[config.mk]
export PLATFORM = sky130hd
export DESIGN_NAME = pkt_cell_writer
export DESIGN_NICKNAME = d
export VERILOG_FILES = /design/src/rtl/pkt_cell_writer.sv
export SDC_FILE = /design/constraint.sdc
export NUM_CORES = 1
export LEC_CHECK = 0
export CORE_AREA = 2 2 91 93
export DETAILED_ROUTE_END_ITERATION = 6
export DIE_AREA = 0 0 93 95
export PLACE_DENSITY = 0.64
export SLEW_MARGIN = 25
export SYNTH_ARGS = -nofsm -noshare
export SYNTH_HDL_FRONTEND = slang
export SYNTH_SLANG_ARGS = --single-unit
[constraint.sdc]
create_clock -name clk -period 1.7 [get_ports clk]
set_input_delay 0.34 -clock clk [delete_from_list [all_inputs] [get_ports clk]]
set_output_delay 0.34 -clock clk [all_outputs]
set_load 0.01 [all_outputs]
[src/rtl/pkt_cell_writer.sv]
// rtl/pkt_cell_writer.sv - chops an ingress byte stream into linked memory cells with per-cell footers.
// Optional statistics counters are enabled with `define PKT_CELL_WRITER_STATS_EN.
module pkt_cell_writer #(
  parameter int BLOCK_BYTES = 64,
  parameter int NUM_BLOCKS  = 64,
  localparam int ADDR_W = $clog2(NUM_BLOCKS),
  localparam int OFF_W  = $clog2(BLOCK_BYTES)
) (
  input  logic                    clk,
  input  logic                    rst,
  input  logic [7:0]              s_data,
  input  logic                    s_valid,
  input  logic                    s_last,
  output logic                    s_ready,
  output logic                    alloc_req,
  input  logic                    alloc_gnt,
  input  logic [ADDR_W-1:0]       alloc_idx,
  output logic                    mem_we,
  output logic [ADDR_W+OFF_W-1:0] mem_addr,
  output logic [7:0]              mem_wdata,
  output logic                    head_valid,
  input  logic                    head_ready,
  output logic [ADDR_W-1:0]       head_idx,
  output logic [11:0]             head_len
`ifdef PKT_CELL_WRITER_STATS_EN
  ,
  output logic [15:0]             stat_pkts,
  output logic [15:0]             stat_cells
`endif
);

  localparam logic [2:0] IDLE       = 3'd0;
  localparam logic [2:0] ALLOC_HEAD = 3'd1;
  localparam logic [2:0] WRITE      = 3'd2;
  localparam logic [2:0] ALLOC_NEXT = 3'd3;
  localparam logic [2:0] FOOT_LAST  = 3'd4;
  localparam logic [2:0] HEAD_OUT   = 3'd5;

  // The last byte of every cell is the footer; payload fills the offsets before it.
  localparam logic [OFF_W-1:0] LAST_OFF = OFF_W'(BLOCK_BYTES - 2);
  localparam logic [OFF_W-1:0] FOOT_OFF = OFF_W'(BLOCK_BYTES - 1);

  logic [2:0]        state;
  logic [ADDR_W-1:0] cur_idx;
  logic [OFF_W-1:0]  off;
  logic [11:0]       len;

  assign s_ready    = (state == WRITE);
  assign alloc_req  = (state == ALLOC_HEAD) || (state == ALLOC_NEXT);
  assign head_valid = (state == HEAD_OUT);
  assign head_len   = len;

  always_ff @(posedge clk) begin
    if (rst) begin
      state     <= IDLE;
      cur_idx   <= '0;
      head_idx  <= '0;
      off       <= '0;
      len       <= '0;
      mem_we    <= 1'b0;
      mem_addr  <= '0;
      mem_wdata <= '0;
    end else begin
      mem_we <= 1'b0;
      case (state)
        IDLE: begin
          if (s_valid) state <= ALLOC_HEAD;
        end
        ALLOC_HEAD: begin
          if (alloc_gnt) begin
            cur_idx  <= alloc_idx;
            head_idx <= alloc_idx;
            off      <= '0;
            len      <= '0;
            state    <= WRITE;
          end
        end
        WRITE: begin
          if (s_valid) begin
            mem_we    <= 1'b1;
            mem_addr  <= {cur_idx, off};
            mem_wdata <= s_data;
            off       <= off + 1'b1;
            if (len != 12'hFFF) len <= len + 12'd1;
            if (s_last) state <= FOOT_LAST;
            else if (off == LAST_OFF) state <= ALLOC_NEXT;
          end
        end
        ALLOC_NEXT: begin
          // Footer links the full cell to the freshly granted one.
          if (alloc_gnt) begin
            mem_we    <= 1'b1;
            mem_addr  <= {cur_idx, FOOT_OFF};
            mem_wdata <= 8'({alloc_idx, 2'b00});
            cur_idx   <= alloc_idx;
            off       <= '0;
            state     <= WRITE;
          end
        end
        FOOT_LAST: begin
          mem_we    <= 1'b1;
          mem_addr  <= {cur_idx, FOOT_OFF};
          mem_wdata <= 8'h02;
          state     <= HEAD_OUT;
        end
        HEAD_OUT: begin
          if (head_ready) state <= IDLE;
        end
        default: state <= IDLE;
      endcase
    end
  end

`ifdef PKT_CELL_WRITER_STATS_EN
  always_ff @(posedge clk) begin
    if (rst) begin
      stat_pkts  <= '0;
      stat_cells <= '0;
    end else begin
      if (head_valid && head_ready) stat_pkts <= stat_pkts + 16'd1;
      if (alloc_req && alloc_gnt) stat_cells <= stat_cells + 16'd1;
    end
  end
`endif

endmodule

==> results of run 1 <==
worst max-delay path by stage:
stage             endpoint  slack (ns)         from
6_report       head_len[4]        0.04     state[1]
5_1_grt        head_len[7]       -0.02    alloc_gnt
4_1_cts        head_len[8]        0.02  head_len[8]
3_5_place_dp   head_len[5]       -0.26    alloc_gnt
3_3_place_gp   head_len[4]       -0.19    alloc_gnt
2_1_floorplan  head_len[3]        0.01  head_len[1]
cell usage after synthesis, drive strengths merged, types with 5 or more instances:
cell,instances,area [µm²]
dfxtp,54,1080
a21oi,34,170
nand3,27,135
nor2,25,96.4
buf,17,115
mux2i,15,150
nand2,14,52.6
o21ai,12,60.1
inv,9,33.8
a211o,8,70.1
o22ai,8,50.1
clkbuf,7,26.3
o32ai,6,52.6
a211oi,5,37.5
xnor2,5,43.8
cells by family (layout without fill, tap and decap cells):
group | count (synthesis) | in the layout
AO/OA/AOI/OAI | 92 | 92
XOR/XNOR | 5 | 5
adder cells (fa/ha/maj) | 3 | 3
buffers and inverters | 34 | 128
flip-flops | 54 | 54
multiplexers | 15 | 15
AND/OR/NAND/NOR | 103 | 104
layer usage:
metal,up-vias,track usage
li1,1329,-
met5,-,0
met2,107,0.279
met4,0,0.0429
met1,1257,0.242
met3,13,0.0383
final cells by class:
class,instances,area share
multi-input cells,219,0.386
flip-flops and latches,54,0.286
repair buffers,110,0.260
well taps,105,0.0345
clock buffers,6,0.0190
inverters,10,0.0102
clock inverters,2,0.00460
worst min-delay path, delay by kind of cell, from the launching register on:
kind	cells	cell delay (ns)
AOI/OAI and AO/OA	1	0.05
DFF	1	0.33
and+or+nand+nor	1	0.06
flip-flops by register name, indices dropped and copies added, names as in the netlist:
signal / count
mem_wdata: 8
mem_we: 1
head_len: 12
mem_addr: 12
head_idx: 6
state: 3
off: 6
cur_idx: 6
cell usage in the layout, fill, tap and decap left out, types with 3 or more instances in the layout:
master           instances
dfxtp_1                 47
nand2_1                 14
dfxtp_2                  7
clkbuf_8                 5
inv_1                    9
nor2b_1                  3
o41ai_1                  3
a211o_1                  8
o22ai_1                  7
or3_1                    4
dlygate4sd2_1            3
o311ai_1                 3
buf_4                   47
and3_1                   3
mux2i_1                 15
o21ai_1                  8
o32ai_1                  6
nor4_2                   3
nor2_1                  24
nand4_1                  4
a21oi_1                 33
xnor2_1                  5
clkdlybuf4s50_1         55
nand3_1                 27
o21ai_0                  4
a211oi_1                 5
per-stage QoR:
step / cell area (µm²) / setup slack (ns)
after floorplan: 2700 / 0.0135
after global placement: 3660 / -0.188
after detailed placement: 3660 / -0.255
after CTS: 3750 / 0.0158
after global routing: 3810 / -0.0160
final: 3810 / 0.0439
timing repair:
item	in CTS	in global routing
setup buffers	0	2
endpoints found under the setup margin	6	18
gates cloned	0	1
pin swaps	0	2
hold endpoints to repair	0	0
gates resized for setup	11	12
power by group through the flow:
stage                     registers, mW  logic [mW]  clock network, mW
after global placement             1.35       0.438                  0
after global routing               1.33       0.492              0.827
after detailed placement           1.36       0.445                  0
after CTS                          1.33       0.444              0.768
after floorplan                    1.36       0.229                  0
final                              1.33       0.450              0.749
==> results.py, run 1 <==
metrics = {
    "status": {
        "status": "finished, final reports clean",
    },
    "pwr": {
        "power_mw": 2.53,
        "p_sw_frac": 0.277,
        "p_leak_nw": 1.43,
        "switchingPower_mw": 0.699,
        "p_clk_frac": 0.296,
        "combinationalPowerShare": 0.178,
        "ir_worst_vdd_v": 0.000346,
        "powerDensity_nw_per_um2": 663,
        "power.internal_mw": 1.83,
        "pwr-share-seq": 0.525,
    },
    "layout": {
        "area_growth_pct": 41.6,
        "fin_nets": 423,
        "drive_gt1_frac": 0.207,
        "instances_no_fill": 506,
        "ff_latch_area_um2": 1090,
        "fillers": 753,
        "final_util": 0.481,
        "diodes": 0,
        "multiInputGateArea_um2": 1470,
    },
    "clock_tree": {
        "insertion_delay_ns": 0.31,
        "clock-root-buffer": "clkbuf_8",
        "h-tree-depth": 2,
        "ctsLongestPathBuffers": 2,
        "postCtsHoldBufs": 0,
        "cts_made_buffers": 5,
        "clkTransAtPathRegs_ns": 0.10,
        "cts_sinks": 54,
        "cts_tree": "yes",
    },
    "sta": {
        "drv_slew": 0,
        "max_freq_mhz": 604,
        "whs_ns": 0.476,
        "slew_headroom": 0.685,
        "setup_tns_ns": 0,
        "worst_pin_slew_ns": 0.460,
        "clock_skew_ns": 0.00554,
        "finalHoldViolations": 0,
        "setup_viol": 0,
        "finalCriticalPeriod_ns": 1.66,
        "fin_crit_sh": 0.974,
    },
    "place": {
        "place.gp.congestion": 0.838,
        "io_buffer_count": 61,
        "place_hpwl_mm": 5.56,
        "dpl.cell_count": 495,
    },
    "critical_path": {
        "worst-setup-path-type": "reg -> reg",
        "worstPathArrival_ns": 1.90,
        "path_max_fanout": 5,
        "critPathLaunchType": "flip-flop",
        "path_depth": 6,
        "path_delay_family": "simple AND/OR/NAND/NOR gates",
        "cp_cell_sequence": "or3b_4 -> clkinv_2 -> buf_4 -> and4_4 -> or4_1 -> a21oi_2",
        "timing.rr.start": "state[1]",
        "critPathSlowestCell": "or4_1",
        "cp.required_ns": 1.95,
        "reg2regPathDepth": 6,
        "path_buf_inv": 2,
        "endpoint_kind": "flip-flop",
        "r2r_setup_slack_ns": 0.04,
        "rr_endpoint": "head_len[4]",
        "cpPeakStageDelay_ns": 0.50,
    },
    "grt": {
        "grt_use_total": 0.175,
        "grt_pass1_wl_mm": 12.5,
        "grt_overflow": 0,
        "grt_start_max_net_pins": 36,
        "antenna_found_initial": 0,
        "grt_pass1_vias": 2496,
    },
    "worst_hold_path": {
        "hold_depth": 2,
        "hold_end": "mem_addr[5]",
        "hold_class": "reg -> reg",
        "min_from": "mem_addr[5]",
    },
    "routing": {
        "vias": 2706,
        "wl_met2_mm": 3.57,
        "wl_per_cell_um": 15.2,
        "drt-pass1-iter-count": 4,
        "drt_wl_total_mm": 7.68,
        "top_layer": "met4",
        "vias_per_cell": 5.35,
        "drcViolationCount": 0,
        "antenna_left": 0,
        "wl_met1_mm": 3.45,
        "met3WireLength_um": 562,
        "drt_iter0_markers": 141,
    },
    "run": {
        "drv_cap": 0,
    },
    "synthesis": {
        "synth_compound_area_frac": 0.228,
        "synth_edf_count": 0,
        "synthAdderAreaFrac": 0.0139,
        "synth_flop_cell": "dfxtp_1",
        "synth_top_family_by_area": "compound AO/OA/AOI/OAI gates",
        "ys_ff_latch": 54,
        "synth_cell_types": 53,
        "syn-instance-count": 306,
        "yosys-mux-area-fraction": 0.0558,
        "syn_avg_cell_area_um2": 8.80,
        "yosys_warnings": 0,
        "synth_xor_area_frac": 0.0163,
        "async_reset_ff_frac": 0,
        "ys_seq_area_frac": 0.402,
        "syn_area_um2": 2690,
        "yosys.area_share.simple": 0.218,
        "synth.net_count": 329,
    },
    "floorplanning": {
        "initial_utilization": 0.339,
        "die_h_um": 95,
        "die_x_um": 93,
        "rows": 33,
        "io_pins": 62,
        "die_area_um2": 8840,
        "core_um2": 7930,
    },
}
(Power assumes the default switching activity.)
==> run 2, diff against run 1 <==
--- a/config.mk
+++ b/config.mk
@@ -5,10 +5,10 @@
 export SDC_FILE = /design/constraint.sdc
 export NUM_CORES = 1
 export LEC_CHECK = 0
-export CORE_AREA = 2 2 91 93
+export CORE_AREA = 5 5 84 86
 export DETAILED_ROUTE_END_ITERATION = 6
-export DIE_AREA = 0 0 93 95
-export PLACE_DENSITY = 0.64
+export DIE_AREA = 0 0 89 91
+export PLACE_DENSITY = 0.77
 export SLEW_MARGIN = 25
 export SYNTH_ARGS = -nofsm -noshare
 export SYNTH_HDL_FRONTEND = slang
==> run 2 against run 1 <==
- die area shrank 8.3%
- final cell count fell by 5.7%
- total power grew 5.1%
- register-to-register slack barely moved
- first-iteration DRC count up 38%
- critical path depth decreased by 3
- non-clock buffer count is 1 lower
- via count is 0.37% lower
==> results.py, run 2 (synthesis results as in run 1) <==
metrics = {
    "sta": {
        "fin_ws_ns": 0.00328,
        "max_freq_mhz": 589,
        "setup_viol": 0,
        "rsz0062_at_grt": "yes",
        "finalHoldViolations": 0,
        "worst_pin_slew_ns": 0.353,
        "clock_skew_ns": 0.00715,
        "drv_slew": 0,
        "finalCriticalPeriod_ns": 1.70,
        "fin_crit_sh": 0.998,
        "slew_headroom": 0.761,
    },
    "routing": {
        "drt_iter0_markers": 194,
        "drt_wl_total_mm": 7.57,
        "drcViolationCount": 0,
        "vias": 2696,
        "vias_per_cell": 5.65,
        "drt-pass1-iter-count": 4,
        "wl_per_cell_um": 15.9,
        "antenna_left": 0,
    },
    "worst_hold_path": {
        "hold_end": "mem_addr[1]",
        "hold_class": "reg -> reg",
        "hold_depth": 2,
        "min_from": "mem_addr[1]",
    },
    "critical_path": {
        "path_max_fanout": 5,
        "critPathLaunchType": "flip-flop",
        "critPathSlowestCell": "or3b_4",
        "rr_endpoint": "head_len[7]",
        "endpoint_kind": "output port",
        "cp_cell_sequence": "or3b_4 -> inv_4 -> clkdlybuf4s15_2",
        "worst-setup-path-type": "reg -> out",
        "reg2regPathDepth": 7,
        "timing.rr.start": "state[0]",
        "path_delay_family": "simple AND/OR/NAND/NOR gates",
        "cp.required_ns": 1.36,
        "r2r_setup_slack_ns": 0.03,
        "worstPathArrival_ns": 1.36,
        "path_buf_inv": 2,
        "cpPeakStageDelay_ns": 0.42,
    },
    "layout": {
        "area_growth_pct": 41.8,
        "diodes": 0,
        "fillers": 531,
        "fin_nets": 422,
        "multiInputGateArea_um2": 1510,
        "final_util": 0.615,
        "ff_latch_area_um2": 1090,
        "drive_gt1_frac": 0.220,
        "final_common_cell": "clkdlybuf4s50_1",
        "instances_no_fill": 477,
        "finalInstanceArea_um2": 3820,
        "mostFrequentLayoutCells": "57 x clkdlybuf4s50_1, 48 x dfxtp_1, 47 x buf_4",
    },
    "status": {
        "status": "finished, final reports clean",
    },
    "pwr": {
        "p_leak_nw": 1.42,
        "power_mw": 2.65,
        "ir_worst_vdd_v": 0.000519,
        "powerDensity_nw_per_um2": 695,
    },
    "floorplanning": {
        "die_h_um": 91,
        "initial_utilization": 0.434,
        "rows": 29,
        "die_area_um2": 8100,
        "core_um2": 6200,
        "io_pins": 62,
        "die_x_um": 89,
    },
    "clock_tree": {
        "h-tree-depth": 2,
        "ctsLongestPathBuffers": 2,
        "cts_made_buffers": 5,
        "cts_tree": "yes",
        "clkTransAtPathRegs_ns": 0.10,
        "postCtsHoldBufs": 0,
        "insertion_delay_ns": 0.31,
        "clock-root-buffer": "clkbuf_8",
        "cts_sinks": 54,
    },
    "place": {
        "place_hpwl_mm": 5.62,
        "io_buffer_count": 61,
        "post-place-ws_ns": -0.365,
        "dpl.cell_count": 466,
        "place.gp.congestion": 0.927,
        "dpl-instance-area_um2": 3610,
    },
    "grt": {
        "grt_pass1_vias": 2644,
        "antenna_found_initial": 0,
        "grt_start_max_net_pins": 36,
        "grt_use_total": 0.186,
        "grt_pass1_wl_mm": 12.3,
        "grt_overflow": 0,
    },
    "run": {
        "drv_cap": 0,
    },
}
-- run 2: repair_timing --
item | in CTS | in global routing
resized for setup | 12 | 18
setup endpoints to repair | 26 | 28
cloned | 0 | 1
pin swaps | 0 | 2
setup buffers | 0 | 2
endpoints found under the hold margin | 0 | 0
-- run 2: stage by stage --
step           setup TNS [ns]  hold slack [ns]
2_1_floorplan               0            0.458
3_3_place_gp            -7.52            0.453
3_5_place_dp            -9.41            0.455
4_1_cts                     0            0.469
5_1_grt                -0.192            0.499
6_report                    0            0.470
-- run 2: worst max path at each step --
stage                           start          end  cells past startpoint
after floorplan           head_len[1]  head_len[3]                      6
after global placement        s_valid  head_len[8]                      6
after detailed placement      s_valid  head_len[8]                      6
after CTS                    state[0]      s_ready                      3
after global routing         state[0]      s_ready                      3
final                        state[0]      s_ready                      3
-- run 2: worst min-delay path: stages (launching register included) --
cell and delay, ns:
dfxtp_1 0.32, nand3_1 0.06, a21oi_1 0.05
-- run 2: layout make-up --
class                           count  share of cell area
Clock buffer                        6              0.0190
Clock inverter                      2             0.00983
Inverter                           10              0.0105
Multi-Input combinational cell    219               0.395
Sequential cell                    54               0.285
Tap cell                           77              0.0252
Timing Repair Buffer              109               0.256
-- run 2: per-layer routing --
layer / global-route usage / vias up / share of wire
li1: - / 1324 / -
met1: 0.241 / 1278 / 0.43
met2: 0.312 / 86 / 0.49
met3: 0.0380 / 8 / 0.063
met4: 0.0496 / 0 / 0.011
met5: 0 / - / 0
-- run 2: power by group --
part           switching (mW)  internal (mW)
clock network           0.432          0.440
logic                   0.224          0.226
registers              0.0297           1.30
total                   0.686           1.97
